`src/rtl/arb_requester_if.sv`:
```
// rtl/arb_requester_if.sv - job, arbiter and status signal bundle for arb_requester
interface arb_requester_if #(
  parameter int LEN_W = 4,
  parameter int CNT_W = 8
);
  logic             job_valid;
  logic [LEN_W-1:0] job_len;
  logic             job_ready;
  logic             r;
  logic             g;
  logic             beat;
  logic [LEN_W-1:0] beat_idx;
  logic             done;
  logic             starve;
  logic             starve_clr;
  logic [CNT_W-1:0] jobs_done;

  // requester agent side
  modport master (
    input  job_valid, job_len, g, starve_clr,
    output job_ready, r, beat, beat_idx, done, starve, jobs_done
  );

  // local logic / arbiter cell side
  modport slave (
    output job_valid, job_len, g, starve_clr,
    input  job_ready, r, beat, beat_idx, done, starve, jobs_done
  );
endinterface

```
`src/rtl/arb_requester.sv`:
```
// rtl/arb_requester.sv - requester agent for one cell of the ripple-priority arbiter chain
module arb_requester #(
  parameter int LEN_W   = 4,
  parameter int TIMEOUT = 15,
  parameter int CNT_W   = 8
) (
  input  logic         clk,
  input  logic         rst_n,
  arb_requester_if.master bus
);

  localparam logic [1:0] S_IDLE = 2'd0;
  localparam logic [1:0] S_REQ  = 2'd1;
  localparam logic [1:0] S_XFER = 2'd2;
  localparam logic [1:0] S_REL  = 2'd3;
  localparam logic [7:0] TMO    = 8'(TIMEOUT);

  logic [1:0]       state_q, state_d;
  logic             r_q, r_d;
  logic [LEN_W-1:0] len_q, len_d;
  logic [LEN_W-1:0] cnt_q, cnt_d;
  logic [7:0]       wait_q, wait_d;
  logic             starve_q, starve_d;
  logic [CNT_W-1:0] jobs_q, jobs_d;

  logic active;
  logic beat;
  logic done;
  logic starve_set;

  // r is 1 only in REQ/XFER, so beat follows g there; REQ/XFER gating keeps IDLE/REL grants inert
  assign active     = (state_q == S_REQ) || (state_q == S_XFER);
  assign beat       = r_q & bus.g & active;
  assign done       = beat & (cnt_q == len_q);
  // set on the no-grant cycle that takes the wait counter to TIMEOUT, and on every one while saturated
  assign starve_set = active & ~bus.g & (wait_q >= (TMO - 8'd1));

  assign bus.job_ready = rst_n & (state_q == S_IDLE);
  assign bus.r         = r_q;
  assign bus.beat      = beat;
  assign bus.beat_idx  = cnt_q;
  assign bus.done      = done;
  assign bus.starve    = starve_q;
  assign bus.jobs_done = jobs_q;

  // next-state for the job FSM, beat/wait counters, starvation flag and job counter
  always_comb begin
    state_d = state_q;
    r_d     = r_q;
    len_d   = len_q;
    cnt_d   = cnt_q;
    wait_d  = wait_q;
    jobs_d  = jobs_q;
    case (state_q)
      S_IDLE: begin
        if (bus.job_valid) begin
          state_d = S_REQ;
          r_d     = 1'b1;
          len_d   = bus.job_len;
          cnt_d   = '0;
          wait_d  = '0;
        end
      end
      S_REQ, S_XFER: begin
        if (beat) begin
          wait_d = '0;
          if (done) begin
            state_d = S_REL;
            r_d     = 1'b0;
            cnt_d   = '0;
            jobs_d  = jobs_q + CNT_W'(1);
          end else begin
            state_d = S_XFER;
            cnt_d   = cnt_q + LEN_W'(1);
          end
        end else if (wait_q != TMO) begin
          wait_d = wait_q + 8'd1;
        end
      end
      default: begin
        state_d = S_IDLE;
      end
    endcase
    if (starve_set) begin
      starve_d = 1'b1;
    end else if (bus.starve_clr) begin
      starve_d = 1'b0;
    end else begin
      starve_d = starve_q;
    end
  end

  // state registers; reset drops r at once and discards any in-flight job
  always_ff @(posedge clk or negedge rst_n) begin
    if (!rst_n) begin
      state_q  <= S_IDLE;
      r_q      <= 1'b0;
      len_q    <= '0;
      cnt_q    <= '0;
      wait_q   <= '0;
      starve_q <= 1'b0;
      jobs_q   <= '0;
    end else begin
      state_q  <= state_d;
      r_q      <= r_d;
      len_q    <= len_d;
      cnt_q    <= cnt_d;
      wait_q   <= wait_d;
      starve_q <= starve_d;
      jobs_q   <= jobs_d;
    end
  end

endmodule

```
`src/flat_wrapper.sv`:
```
// flat-port wrapper written by rule: the top's interface ports become plain ports
module arb_requester_flat 
#(
  parameter int LEN_W   = 4,
  parameter int TIMEOUT = 15,
  parameter int CNT_W   = 8
)
  (clk, rst_n, bus_job_valid, bus_job_len, bus_g, bus_starve_clr, bus_job_ready, bus_r, bus_beat, bus_beat_idx, bus_done, bus_starve, bus_jobs_done);
  arb_requester_if #(.LEN_W(LEN_W), .CNT_W(CNT_W)) bus_i ();
  input  logic clk;
  input  logic rst_n;
  input wire logic [$bits(bus_i.job_valid)-1:0] bus_job_valid;
  input wire logic [$bits(bus_i.job_len)-1:0] bus_job_len;
  input wire logic [$bits(bus_i.g)-1:0] bus_g;
  input wire logic [$bits(bus_i.starve_clr)-1:0] bus_starve_clr;
  output wire logic [$bits(bus_i.job_ready)-1:0] bus_job_ready;
  output wire logic [$bits(bus_i.r)-1:0] bus_r;
  output wire logic [$bits(bus_i.beat)-1:0] bus_beat;
  output wire logic [$bits(bus_i.beat_idx)-1:0] bus_beat_idx;
  output wire logic [$bits(bus_i.done)-1:0] bus_done;
  output wire logic [$bits(bus_i.starve)-1:0] bus_starve;
  output wire logic [$bits(bus_i.jobs_done)-1:0] bus_jobs_done;
  assign bus_i.job_valid = bus_job_valid;
  assign bus_i.job_len = bus_job_len;
  assign bus_i.g = bus_g;
  assign bus_i.starve_clr = bus_starve_clr;
  assign bus_job_ready = bus_i.job_ready;
  assign bus_r = bus_i.r;
  assign bus_beat = bus_i.beat;
  assign bus_beat_idx = bus_i.beat_idx;
  assign bus_done = bus_i.done;
  assign bus_starve = bus_i.starve;
  assign bus_jobs_done = bus_i.jobs_done;
  arb_requester #(.LEN_W(LEN_W), .TIMEOUT(TIMEOUT), .CNT_W(CNT_W)) u_core (.clk(clk), .rst_n(rst_n), .bus(bus_i));
endmodule
```
`config.mk`:
```
export PLATFORM = sky130hd
export DESIGN_NAME = arb_requester_flat
export DESIGN_NICKNAME = d
export VERILOG_FILES = /design/src/rtl/arb_requester_if.sv /design/src/rtl/arb_requester.sv /design/src/flat_wrapper.sv
export SDC_FILE = /design/constraint.sdc
export NUM_CORES = 1
export LEC_CHECK = 0
export CORE_MARGIN = 2
export CORE_UTILIZATION = 55
export DETAILED_ROUTE_END_ITERATION = 10
export GPL_ROUTABILITY_DRIVEN = 0
export PLACE_DENSITY = 0.89
export SYNTH_ARGS = -nofsm -noshare
export SYNTH_HDL_FRONTEND = slang
export SYNTH_SLANG_ARGS = --single-unit
```
`constraint.sdc`:
```
create_clock -name clk -period 5.8 [get_ports clk]
set_clock_uncertainty 0.1 [all_clocks]
set_input_delay 1.16 -clock clk [delete_from_list [all_inputs] [get_ports clk]]
set_output_delay 1.16 -clock clk [all_outputs]
set_load 0.02 [all_outputs]
```
-- Word-level counts from Yosys, hierarchy flattened
Index checks and enable logic that the tools add are counted.
- output and inout bits: 17
- logic and storage cells: 55
- flip-flop bits (word level): 28
- multiplexer cells: 18
- magnitude comparators: 1
- add/sub/neg operators: 3
- bitwise logic cells: 7
- equal/unequal tests: 8
- reductions and logical operators: 11
- operators by type and width (kind ; count):
    8-bit two-way mux ; 3
    8-bit by 1-bit adder with 8-bit output (second input constant) ; 2
    8-bit one-hot mux with 2 select lines ; 1
    4-bit two-way mux ; 3
    3-bit AND reduction ; 3
    8-bit by 4-bit greater-or-equal comparator with 1-bit output (second input constant) ; 1
    8-bit by 4-bit != test with 1-bit output (second input constant) ; 1
    4-bit one-hot mux with 2 select lines ; 1
    1-bit bitwise AND ; 6
    1-bit two-way mux ; 6
    4-bit by 1-bit adder with 4-bit output (second input constant) ; 1
    4-bit == test ; 1
    2-bit two-way mux ; 2
    2-bit != test (second input constant) ; 2
    2-bit one-hot mux with 2 select lines ; 1
    2-bit AND reduction ; 2
    4-bit AND reduction ; 1
    2-bit nonzero test ; 2
    3-bit by 1-bit != test with 1-bit output (second input constant) ; 1
    2-bit by 1-bit == test with 1-bit output (second input constant) ; 1
    2-bit == test (second input constant) ; 1
    2-bit zero test ; 1
    2-bit by 1-bit != test with 1-bit output (second input constant) ; 1
    1-bit one-hot mux with 2 select lines ; 1
    other kinds (3) ; 3

-- Longest topological paths before layout
Gate-level depths: netlist (run 1).
- depth after elaboration: 7
- depth in mapped cells: 8
- mapped depth without buffers: 6

-- Worst setup path after synthesis (run 1)
Ideal clock, no wire load.
- kind: input to output
- start: in bus_g
- end: out bus_done
- setup slack: 2642 ps
- arrival: 1898 ps
- data required time: 4540 ps
- stages: 4
- cells stage by stage: nand3_1 -> or2_1 -> buf_6 -> inv_1
- longest elaborated chain between the ends: 3
- ends and longest elaborated chain (item ; RTL line ; source):
    from (decl) ; flat_wrapper.sv:14 ; input wire logic [$bits(bus_i.g)-1:0] bus_g;
    1-bit bitwise AND (2 in series) ; arb_requester.sv:33 ; assign beat = r_q & bus.g & active;
    1-bit bitwise AND ; arb_requester.sv:34 ; assign done = beat & (cnt_q == len_q);
    to (decl) ; flat_wrapper.sv:20 ; output wire logic [$bits(bus_i.done)-1:0] bus_done;
No other way between the ends.

-- Worst setup path in the final report (run 1)
Ends and elaborated chain as after synthesis.

==> flow_results.org, run 1 <==
** Final layout
- # fillers :: between 200 and 250
- Multi-input gate area in the final layout :: 758 um2
- Fin nets :: 188
- 0 antenna diodes ended up in the layout.
- In the final layout, flip-flops and latches occupy 701 um2.
- Growth of design area from synthesis to finish :: 19.6%
- Non-Filler Instances :: 203
- After routing the design area is around 0.0018 mm2.
- Cells with a size suffix above 1 make up 9.88% of the layout.

** STA
- Remaining max-slew budget at the tightest pin :: between 60 and 70%
- Slew of the pin with the lowest slew margin :: 0.466 ns
- Count of final setup violators :: 0
- The worst path uses 75.3% of the clock period.
- The count of endpoints failing hold in the final timing report was 0.
- For this run, the top clock speed supported by timing is 0.229 GHz.
- For the final routed database, the setup TNS stands at 0 ns.
- Across all setup checks in the final design, the least slack found is 1.43 ns.
- After layout, the minimum clock period comes to ~4.4 ns.
- The number of pins with negative max-slew slack in the final report was 0.
- Unrepaired setup endpoints after global routing :: false

** Worst setup path
- Cells on worst reg2reg path :: 5
- Required time worst endpoint :: 4.54 ns
- Worst setup startpoint :: bus_g
- Crit path max fanout :: 9
- The critical path runs through a total of 5 cells.
- Type of destination of the critical path :: output pin
- Biggest cell delay along the critical path :: 0.59 ns
- Critical path's top delay family :: buffers and inverters
- Element type at the critical path start :: input pin
- Crit path cell chain :: clkdlybuf4s50_1, nand3_1, or2_1, inv_1, clkdlybuf4s50_1
- In this design, the critical path's most frequently occurring cell is sky130_fd_sc_hd__clkdlybuf4s50_1.
- Setup slack on the worst reg-to-reg path comes out at 3.58 ns.
- In this run the worst setup path terminates at bus_done.
- For the worst setup path, the data arrival time is 3.11 ns.
- Highest-delay cell along the critical path :: sky130_fd_sc_hd__clkdlybuf4s50_1
- The startpoint identified for the worst register-to-register timing path is u_core.state_q[0]$_DFFE_PN0P_.
- In this run the critical register-to-register path is captured at u_core.bus.jobs_done[1]$_DFFE_PN0P_.
- The critical path contains buffers and inverters numbering 3 combined.
- Worst setup path class :: in2out

** Clock network
- CTS hold repair buffers :: 0
- Count of H-tree levels built during CTS :: 1
- Later-pin clock latency in the skew report :: 0.33 ns
- TritonCTS built the clock tree.
- Clock buffer depth :: 2
- In this run the clock root is driven by a sky130_fd_sc_hd__clkbuf_4.
- Clock buffers created by TritonCTS :: 3
- After clock tree synthesis, the setup repair step added 0 buffers.
- The clock drives 28 sinks.
- Once the clock tree was built, the resizer swapped 0 gates to a different size.
- Worst-path clk slew :: 0.14 ns

** Synth
- When the netlist entered floorplanning its net count stood at 162.
- The synthesized netlist occupies a cell area of approximately 0.0015 mm2.
- In the synthesized netlist the async set-or-reset flop fraction comes to 100%.
- Average footprint of a synthesized cell :: 10.4 um2
- The share of the Yosys chip area taken by registers is 45.9%.
- Cells after Synth :: 147
- Post-synthesis sequential element count :: 28
- After synthesis, the cell types taking the most area are sky130_fd_sc_hd__dfrtp_1, sky130_fd_sc_hd__ha_1, sky130_fd_sc_hd__xor2_1.
- Primary flip-flop cell chosen by synthesis mapping :: sky130_fd_sc_hd__dfrtp_1
- Counting distinct cell types in the post-synthesis netlist gives between 40 and 50.
- Synthesis Warnings :: 0
- Leading area contributor after synthesis :: sky130_fd_sc_hd__dfrtp_1
- Yosys mapped a number of flops with a built-in enable equal to 0.
- Area share of the leading cell type in the synthesized netlist :: 45.9%

** Global route
- The via count of the first global-routing pass is 1189.
- The first global-routing pass estimated about 5.3 mm of wire.
- For this run, the total global-route usage over all layers was measured as 21.2%.
- Leftover overflow at the end of global routing :: 0
- Initial antenna violation count :: 0
- Maximum number of pins on one net before global-route repair :: 30

** Run
- Across the run, the number of max-cap violations was 0.

** Placement
- DP Worst Slack :: 1.43 ns
- Buffers placed on the I/O ports in this run total 25.
- Summing all placed instances gives a cell area of approximately 0.0018 mm2.
- Detailed placement finished with a half-perimeter wire length of approximately 2.3 mm.
- Post-placement cell count :: around 200

** Detailed routing
- Pre-antenna DRT Iters :: 4
- After detailed routing, the number of vias per cell comes to 5.99.
- Routed len/inst :: 15.1 um
- The routed design has between 3 and 4 mm of wire.
- After detailed routing, the number of remaining DRC violations is 0.
- Total number of vias :: 1216
- The detailed router finished its first iteration with 37 violations.
- The count of nets left with antenna violations once routing finished came out at 0.

** Die
- Vert. Die Dim :: 56.7 um
- Total number of placement rows :: 19
- Initial Util :: 56.8%
- Number of I/O pins :: 26
- The die covers 0.00321 mm2.
- Area of the core region :: ~0.0027 mm2
- In this run the horizontal extent of the chip is 56.7 um.

** Outcome
- Run status :: completed

** Pwr
- The analysis attributes to cell leakage a power of 0.824 nW.
- Across the VDD grid, the largest voltage drop is about 0.33 mV.
- Power density normalized to cell area :: a little under 400 mW/mm2

** Hold path
- The path class of the tightest hold or removal check is reg2reg.
[cell type report]
cell class | count | area share [%]
clock buffer | 4 | 1.99
inverter | 9 | 1.85
multi-input combinational | 105 | 41.5
sequential | 28 | 38.4
tap | 31 | 2.12
timing repair buffer | 26 | 14.1
[where the power goes]
group | leakage (nW) | internal, W | switching [W]
Combinational | 0.433 | 0.000151 | 0.000178
Clock | 0.0210 | 0.0000385 | 0.0000577
Sequential | 0.369 | 0.000236 | 0.0000457
Total | 0.824 | 0.000426 | 0.000282
[cell families after synthesis]
kind of cell             synth area share, %
AND/OR/NAND/NOR                         18.1
AO/OA/AOI/OAI                           16.4
buffers and inverters                   4.43
XOR/XNOR                                6.31
flip-flops                              45.9
multiplexers                            3.93
adder cells (fa/ha/maj)                 4.92
[placed cells by master (no fill, tap or decap), types with 2 or more instances in the layout]
master,count
sky130_fd_sc_hd__xnor2_1,5
sky130_fd_sc_hd__clkdlybuf4s50_1,25
sky130_fd_sc_hd__or3_1,3
sky130_fd_sc_hd__nor3_1,3
sky130_fd_sc_hd__nand3_1,10
sky130_fd_sc_hd__a31oi_1,2
sky130_fd_sc_hd__nor4_1,4
sky130_fd_sc_hd__nand2_1,10
sky130_fd_sc_hd__o211ai_1,2
sky130_fd_sc_hd__o31ai_1,3
sky130_fd_sc_hd__o21ai_0,6
sky130_fd_sc_hd__nor2_1,2
sky130_fd_sc_hd__inv_1,9
sky130_fd_sc_hd__and3_1,4
sky130_fd_sc_hd__xor2_1,6
sky130_fd_sc_hd__dfrtp_1,28
sky130_fd_sc_hd__nand4_1,2
sky130_fd_sc_hd__a21oi_1,3
sky130_fd_sc_hd__o41ai_1,2
sky130_fd_sc_hd__clkbuf_4,3
sky130_fd_sc_hd__a32o_1,4
sky130_fd_sc_hd__mux2_2,4
sky130_fd_sc_hd__o21ai_1,4
sky130_fd_sc_hd__nand2b_1,2
sky130_fd_sc_hd__ha_1,6
[synth_stat cells, types with 2 or more instances]
master / n
sky130_fd_sc_hd__a32o_1: 4
sky130_fd_sc_hd__buf_2: 2
sky130_fd_sc_hd__dfrtp_1: 28
sky130_fd_sc_hd__ha_1: 6
sky130_fd_sc_hd__nand2b_1: 2
sky130_fd_sc_hd__nor2_1: 2
sky130_fd_sc_hd__o211ai_1: 2
sky130_fd_sc_hd__a21oi_1: 3
sky130_fd_sc_hd__nor3_1: 3
sky130_fd_sc_hd__and3_1: 4
sky130_fd_sc_hd__o41ai_1: 2
sky130_fd_sc_hd__nand4_1: 2
sky130_fd_sc_hd__xor2_1: 6
sky130_fd_sc_hd__or3_1: 3
sky130_fd_sc_hd__mux2_2: 4
sky130_fd_sc_hd__a31oi_1: 2
sky130_fd_sc_hd__o21ai_0: 6
sky130_fd_sc_hd__inv_1: 9
sky130_fd_sc_hd__nand3_1: 10
sky130_fd_sc_hd__nor4_1: 4
sky130_fd_sc_hd__o21ai_1: 4
sky130_fd_sc_hd__nand2_1: 10
sky130_fd_sc_hd__xnor2_1: 5
sky130_fd_sc_hd__o31ai_1: 3
[worst min path at each step]
stage	slack, ns	startpoint	end	cells past startpoint
finish	0.38	u_core.bus.jobs_done[7]$_DFFE_PN0P_	u_core.bus.jobs_done[7]$_DFFE_PN0P_	1
global route	0.43	u_core.bus.jobs_done[7]$_DFFE_PN0P_	u_core.bus.jobs_done[7]$_DFFE_PN0P_	1
CTS	0.38	u_core.bus.jobs_done[7]$_DFFE_PN0P_	u_core.bus.jobs_done[7]$_DFFE_PN0P_	1
detailed placement	0.37	u_core.bus.jobs_done[7]$_DFFE_PN0P_	u_core.bus.jobs_done[7]$_DFFE_PN0P_	1
global placement	0.36	u_core.bus.jobs_done[7]$_DFFE_PN0P_	u_core.bus.jobs_done[7]$_DFFE_PN0P_	1
floorplan	0.37	u_core.wait_q[7]$_DFFE_PN0P_	u_core.wait_q[7]$_DFFE_PN0P_	1
[flip-flops by register name (all words and copies together), names as in the netlist]
name and count:
u_core.bus.r 1, u_core.bus.beat_idx 4, u_core.state_q 2, u_core.bus.jobs_done 8, u_core.len_q 4, u_core.bus.starve 1, u_core.wait_q 8
[stage by stage]
step / hold slack (ns) / utilization, % / total power, W
2_1_floorplan: 0.375 / - / 0.000514
3_3_place_gp: 0.357 / 66.6 / 0.000595
3_5_place_dp: 0.365 / 66.6 / 0.000615
4_1_cts: 0.384 / 68.0 / 0.000710
5_1_grt: 0.429 / 68.0 / 0.000754
6_report: 0.384 / 68.0 / 0.000707
[metal layers]
layer / up-vias / share of wire (%) / track usage (%)
met5: - / 0 / 0
met4: 0 / 1.7 / 10.9
met3: 4 / 4.8 / 3.23
met2: 31 / 49 / 33.9
met1: 592 / 45 / 27.8
li1: 589 / - / -
No activity file was read; power rests on OpenSTA's default activity.
==> run 2, diff against run 1 <==
CORE_UTILIZATION = 52   (was 55)
PLACE_DENSITY = 0.86   (was 0.89)
clock period = 4.2 ns   (was 5.8 ns; I/O delays follow)
==> flow_results.org, run 2 (synthesized netlist as in run 1, its figures left out) <==
** Pwr
- Worst supply voltage drop on vdd :: between 0.4 and 0.5 mV
- Power density normalized to cell area :: 538 mW/mm2
- Leak Pwr :: roughly 0.82 nW

** STA
- Total negative slack :: 0 ns
- Final Hold Viols :: 0
- Max-slew violation count :: 0
- Setup WS post-layout :: around 0.4 ns
- Dividing the final minimum period by the clock period gives 90.3%.
- Derived from the worst setup path, the maximum achievable clock frequency is 0.264 GHz.
- Setup violations remaining at the end of the flow were counted as 0.
- For the pin with the worst max-slew slack, the measured transition is 0.474 ns.
- Unrepaired setup endpoints after global routing :: false
- Remaining max-slew budget at the tightest pin :: between 60% and 70%
- Post-layout minimum cycle time :: 3.79 ns

** Die
- The die is 58.2 um tall.
- Die X :: about 58 um
- For this configuration, the core starts out at a cell density of a little over half.
- 26 I/O pins were placed.
- Die outline area :: 0.00338 mm2
- Total number of placement rows :: 19
- Area of the core region :: 0.00278 mm2

** Clock network
- After clock tree synthesis, the clock-pin slew on the worst setup and hold paths is 0.14 ns.
- Once the clock tree was built, the setup fixing pass inserted 0 buffers.
- CTS tree :: done
- Clock buffers created by TritonCTS :: 3
- Clock buffer depth :: 2
- Root Buffer Master :: sky130_fd_sc_hd__clkbuf_4
- Resized cells post-CTS :: 0
- The tree built by TritonCTS fans out to 28 sinks.
- After clock tree synthesis, the flow added hold-fix buffers numbering 0.
- Count of H-tree levels built during CTS :: 1
- Clock latency on the worst-skew pair, taken at its later pin, is 0.33 ns.

** Final layout
- 0 antenna diodes ended up in the layout.
- Growth of design area from synthesis to finish :: 19.6%
- Most frequent standard cell in the layout excluding fill and tap cells :: sky130_fd_sc_hd__dfrtp_1
- Non-Filler Instances :: 203
- Fin nets :: ~190
- Of the cells placed in the final design, the portion with a size suffix greater than 1 is under 10%.
- Commonest non-fill, non-tap cells in the layout :: sky130_fd_sc_hd__dfrtp_1, sky130_fd_sc_hd__clkdlybuf4s50_1, sky130_fd_sc_hd__nand3_1, sky130_fd_sc_hd__nand2_1, sky130_fd_sc_hd__inv_1

** Worst setup path
- The worst setup path is launched from an input pin.
- The largest single stage delay on the critical path is 0.60 ns.
- Crit path max fanout :: 9
- In this design, the largest share of critical-path delay is due to buffers and inverters.
- Crit path cell chain :: clkdlybuf4s50_1, nand3_1, or2_1, inv_1, clkdlybuf4s50_1
- The worst setup path is of the in2out kind.
- Data arrival time of the critical path :: 2.85 ns
- The slowest stage of the critical path belongs to the cell sky130_fd_sc_hd__clkdlybuf4s50_1.
- Crit path top cell by count :: sky130_fd_sc_hd__clkdlybuf4s50_1
- Counting both buffers and inverters, the worst setup path holds a total of 3.
- The worst setup path is captured at an output pin.
- STA puts the critical path data required time at 3.26 ns.

** Detailed routing
- Detailed Route Iter0 Violations :: 76
- Wires add up to 3.21 mm.
- After detailed routing, the number of remaining DRC violations is 0.
- Routed len/inst :: between 15 and 20 um
- The detailed router placed 1235 vias in this run.
- Vias per std cell :: ~6.1
- Number of antenna-violating nets in the routed design :: 0
- The first detailed-routing pass took 7 iterations.

** Global route
- Initial antenna violation count :: 0
- Global-route wire length before repair :: 5.26 mm
- Maximum number of pins on one net before global-route repair :: 29
- Global routing used 20.4% of the available tracks.
- The via count of the first global-routing pass came to roughly 1100.
- After global routing the overflow that remains totals 0.

** Placement
- Port buffer count :: 25
- Post-placement cell count :: between 150 and 200
- The HPWL after detailed placement is roughly 2.4 mm.
- Timing analysis after detailed placement gives a worst setup slack of 0.447 ns.

** Hold path
- Worst min path class :: reg2reg

** Run
- Max-Cap Viols :: 0

** Outcome
- Run status :: completed
[run 2: cell counts in the layout (fill, tap and decap cells not counted)]
No cell type changed its count.
[run 2: layout make-up]
type,instances,area [um2]
tap,31,38.8
fill,208,956
multi-input combinational,105,758
timing repair buffer,26,258
inverter,9,33.8
sequential,28,701
clock buffer,4,36.3
[run 2: per-layer routing]
layer	track usage [%]	share of wire, %	wire, um	up-vias
met5	0	0	0	-
met3	2.46	5.4	172	8
li1	-	-	-	591
met2	32.8	48	1540	43
met1	28.2	45	1440	593
met4	7.97	1.8	57	0
[run 2: worst paths after layout]
check / startpoint / to / slack [ns] / depth (start not counted)
worst min register to register: u_core.bus.jobs_done[7]$_DFFE_PN0P_ / u_core.bus.jobs_done[7]$_DFFE_PN0P_ / 0.39 / 1
worst min-delay path: u_core.bus.jobs_done[7]$_DFFE_PN0P_ / u_core.bus.jobs_done[7]$_DFFE_PN0P_ / 0.39 / 1
min in group asynchronous: rst_n / u_core.bus.jobs_done[5]$_DFFE_PN0P_ / 0.81 / 2
worst max register to register: u_core.state_q[0]$_DFFE_PN0P_ / u_core.bus.jobs_done[1]$_DFFE_PN0P_ / 1.96 / 5
worst max-delay path: bus_g / bus_done / 0.41 / 5
max in group asynchronous: rst_n / u_core.bus.beat_idx[3]$_DFFE_PN0P_ / 2.92 / 2
[run 2: where the power goes]
group / leakage [nW] / total [W] / internal (W) / switching, W
sequential: 0.369 / 0.000391 / 0.000327 / 0.0000646
clock: 0.0210 / 0.000131 / 0.0000532 / 0.0000776
combinational: 0.433 / 0.000461 / 0.000208 / 0.000253
[run 2: metrics by stage]
stage | hold slack [ns] | utilization, % | total power (W) | instance area [um2]
after detailed placement | 0.373 | 64.3 | 0.000850 | 1790
final | 0.387 | 65.6 | 0.000983 | 1830
after global routing | 0.422 | 65.6 | 0.00104 | 1830
after floorplan | 0.375 | - | 0.000710 | 1530
after CTS | 0.396 | 65.6 | 0.000986 | 1830
after global placement | 0.361 | 64.3 | 0.000824 | 1790
==> run 3, diff against run 2 <==
CORE_UTILIZATION = 42   (was 52)
PLACE_DENSITY = 0.73   (was 0.86)
SLEW_MARGIN = 0   (was unset)
==> flow_results.org, run 3 (synthesized netlist as in run 1, its figures left out) <==
** STA
- Based on the critical path, the design can be clocked at up to about 0.27 GHz.
- Setup WS post-layout :: 0.483 ns
- Part of the cycle the worst path needs :: 88.5%
- Slew of the pin with the lowest slew margin :: 0.515 ns
- The worst path in the final design needs a cycle of roughly 3.7 ns, including I/O delays and setup.
- The number of pins with negative max-slew slack in the final report is 0.
- Final Hold Viols :: 0
- Total negative slack :: 0 ns
- Remaining max-slew budget at the tightest pin :: approximately two thirds
- Count of final setup violators :: 0
- Setup repair after global routing left no endpoint under its margin.

** Final layout
- In the layout the commonest cells are sky130_fd_sc_hd__dfrtp_1, sky130_fd_sc_hd__clkdlybuf4s50_1, sky130_fd_sc_hd__nand3_1, sky130_fd_sc_hd__nand2_1, sky130_fd_sc_hd__inv_1.
- The library cell used most frequently in the layout, excluding fill and tap cells, is sky130_fd_sc_hd__dfrtp_1.
- Ratio of cells with drive above 1 in the final layout :: roughly a tenth
- The sequential cells in the finished layout cover a total of 701 um2.
- The final layout contains 188 nets.
- After filler insertion, the fill cell instance count of the layout stands at between 200 and 300.
- The finished cells cover 0.00183 mm2.
- Growth of design area from synthesis to finish :: 19.9%
- Number of antenna repair diodes :: 0
- Multi-input gate area in the final layout :: 758 um2

** Pwr
- The design draws 0.000958 W.
- Summed over all cells, the static leakage comes to 0.816 nW.
- Power density normalized to cell area :: 523 mW/mm2
- IR analysis of the VDD net gives a maximum drop of 0.185 mV.

** Global route
- Leftover overflow at the end of global routing :: 0
- The number of antenna violations at the first check in global routing was 0.
- Overall routing resource usage :: ~18%
- Entering global routing, the biggest net connects 29 pins.
- Via count of the first global-routing pass :: 1299
- Global-route wire length before repair :: ~5.7 mm

** Clock network
- CTS hold repair buffers :: 0
- After clock tree synthesis, the clock-pin slew on the worst setup and hold paths is 0.13 ns.
- TritonCTS built the clock tree.
- Count of H-tree levels built during CTS :: 1
- In this run, CTS created clock tree buffers numbering 3.
- Clock buffer depth :: 2
- The tree is rooted in a sky130_fd_sc_hd__clkbuf_4.
- Resized cells post-CTS :: 0
- For the worst-skew pair, the clock arrives at the later sink with an insertion delay of 0.33 ns.
- The clock net in this run drives a total of 28 sinks.
- Postcts setup bufs :: 0

** Placement
- In this run the cell area measured after placement is 0.00181 mm2.
- Port buffer count :: 25
- Prior to clock tree synthesis, the placed netlist has a worst setup slack of 0.483 ns.
- Summed over all nets, the half-perimeter wirelength after detailed placement is 2.42 mm.

** Detailed routing
- In this run the remaining antenna-violating nets after routing total 0.
- The first detailed-routing pass took 4 iterations.
- DRC violations left :: 0
- Routed len/inst :: 15.0 um
- Summed over all layers, the routed wires come to about 3.3 mm.
- Detailed Route Iter0 Violations :: 103
- Vias per std cell :: between 5 and 6
- The routed layout has 1244 vias.

** Hold path
- Worst min path class :: reg2reg

** Worst setup path
- Crit path max fanout :: 9
- STA puts the critical path data arrival time at 2.78 ns.
- For the worst setup path, the data required time is 3.26 ns.
- Type of destination of the critical path :: output pin
- The worst setup path is of the in2out kind.
- The worst setup path is launched from an input pin.

** Run
- Max-Cap Viols :: 0

** Die
- During I/O placement, the number of pins put on the boundary was 26.
- The die is ~64 um tall.
- The floorplan has 21 rows.
- Once the floorplan was initialized, standard cells occupied around 45% of the core.
- Die X :: 64.3 um
- Area of the core region :: 0.00342 mm2
- The die covers between 0.004 and 0.005 mm2.

** Outcome
- The run finished with clean final reports.
## run 3: final cells by class
cell class	instances	area share (%)
tap	46	3.14
inverter	9	1.85
sequential	28	38.3
clock buffer	3	1.23
multi-input combinational	105	41.4
timing repair buffer	26	14.1
## run 3: stage by stage
step                instances  util (%)  hold WS, ns
CTS                       217      53.6        0.384
global route              217      53.6        0.412
detailed placement        214      52.9        0.361
global placement          214      52.9        0.359
floorplan                 147         -        0.375
finish                    217      53.6        0.378
## run 3: worst max-delay path, cell delays in order
cell and delay [ns]:
sky130_fd_sc_hd__clkdlybuf4s50_1 0.55, sky130_fd_sc_hd__nand3_1 0.27, sky130_fd_sc_hd__or2_1 0.43, sky130_fd_sc_hd__inv_1 0.09
sky130_fd_sc_hd__clkdlybuf4s50_1 0.60
## run 3: final timing paths
path,to,startpoint,slack (ns),cells after the start
setup / recovery,bus_done,bus_g,0.48,5
hold reg to reg,u_core.bus.jobs_done[7]$_DFFE_PN0P_,u_core.bus.jobs_done[7]$_DFFE_PN0P_,0.38,1
setup reg to reg,u_core.bus.jobs_done[1]$_DFFE_PN0P_,u_core.state_q[0]$_DFFE_PN0P_,2.00,5
max in group asynchronous,u_core.wait_q[0]$_DFFE_PN0P_,rst_n,2.87,2
min in group asynchronous,u_core.bus.jobs_done[3]$_DFFE_PN0P_,rst_n,0.86,2
hold / removal,u_core.bus.jobs_done[7]$_DFFE_PN0P_,u_core.bus.jobs_done[7]$_DFFE_PN0P_,0.38,1
## run 3: routing by layer
layer	part of all wire [%]	vias to the layer above	GRT usage (%)
met4	2.1	0	8.78
met2	49	36	29.4
li1	-	594	-
met3	4.8	9	3.17
met1	44	605	22.1
met5	0	-	0
## run 3: power by group
group,switching (W),leakage (nW),internal (W)
sequential,0.0000624,0.369,0.000327
combinational,0.000249,0.433,0.000209
clock,0.0000775,0.0138,0.0000338
total,0.000389,0.816,0.000569
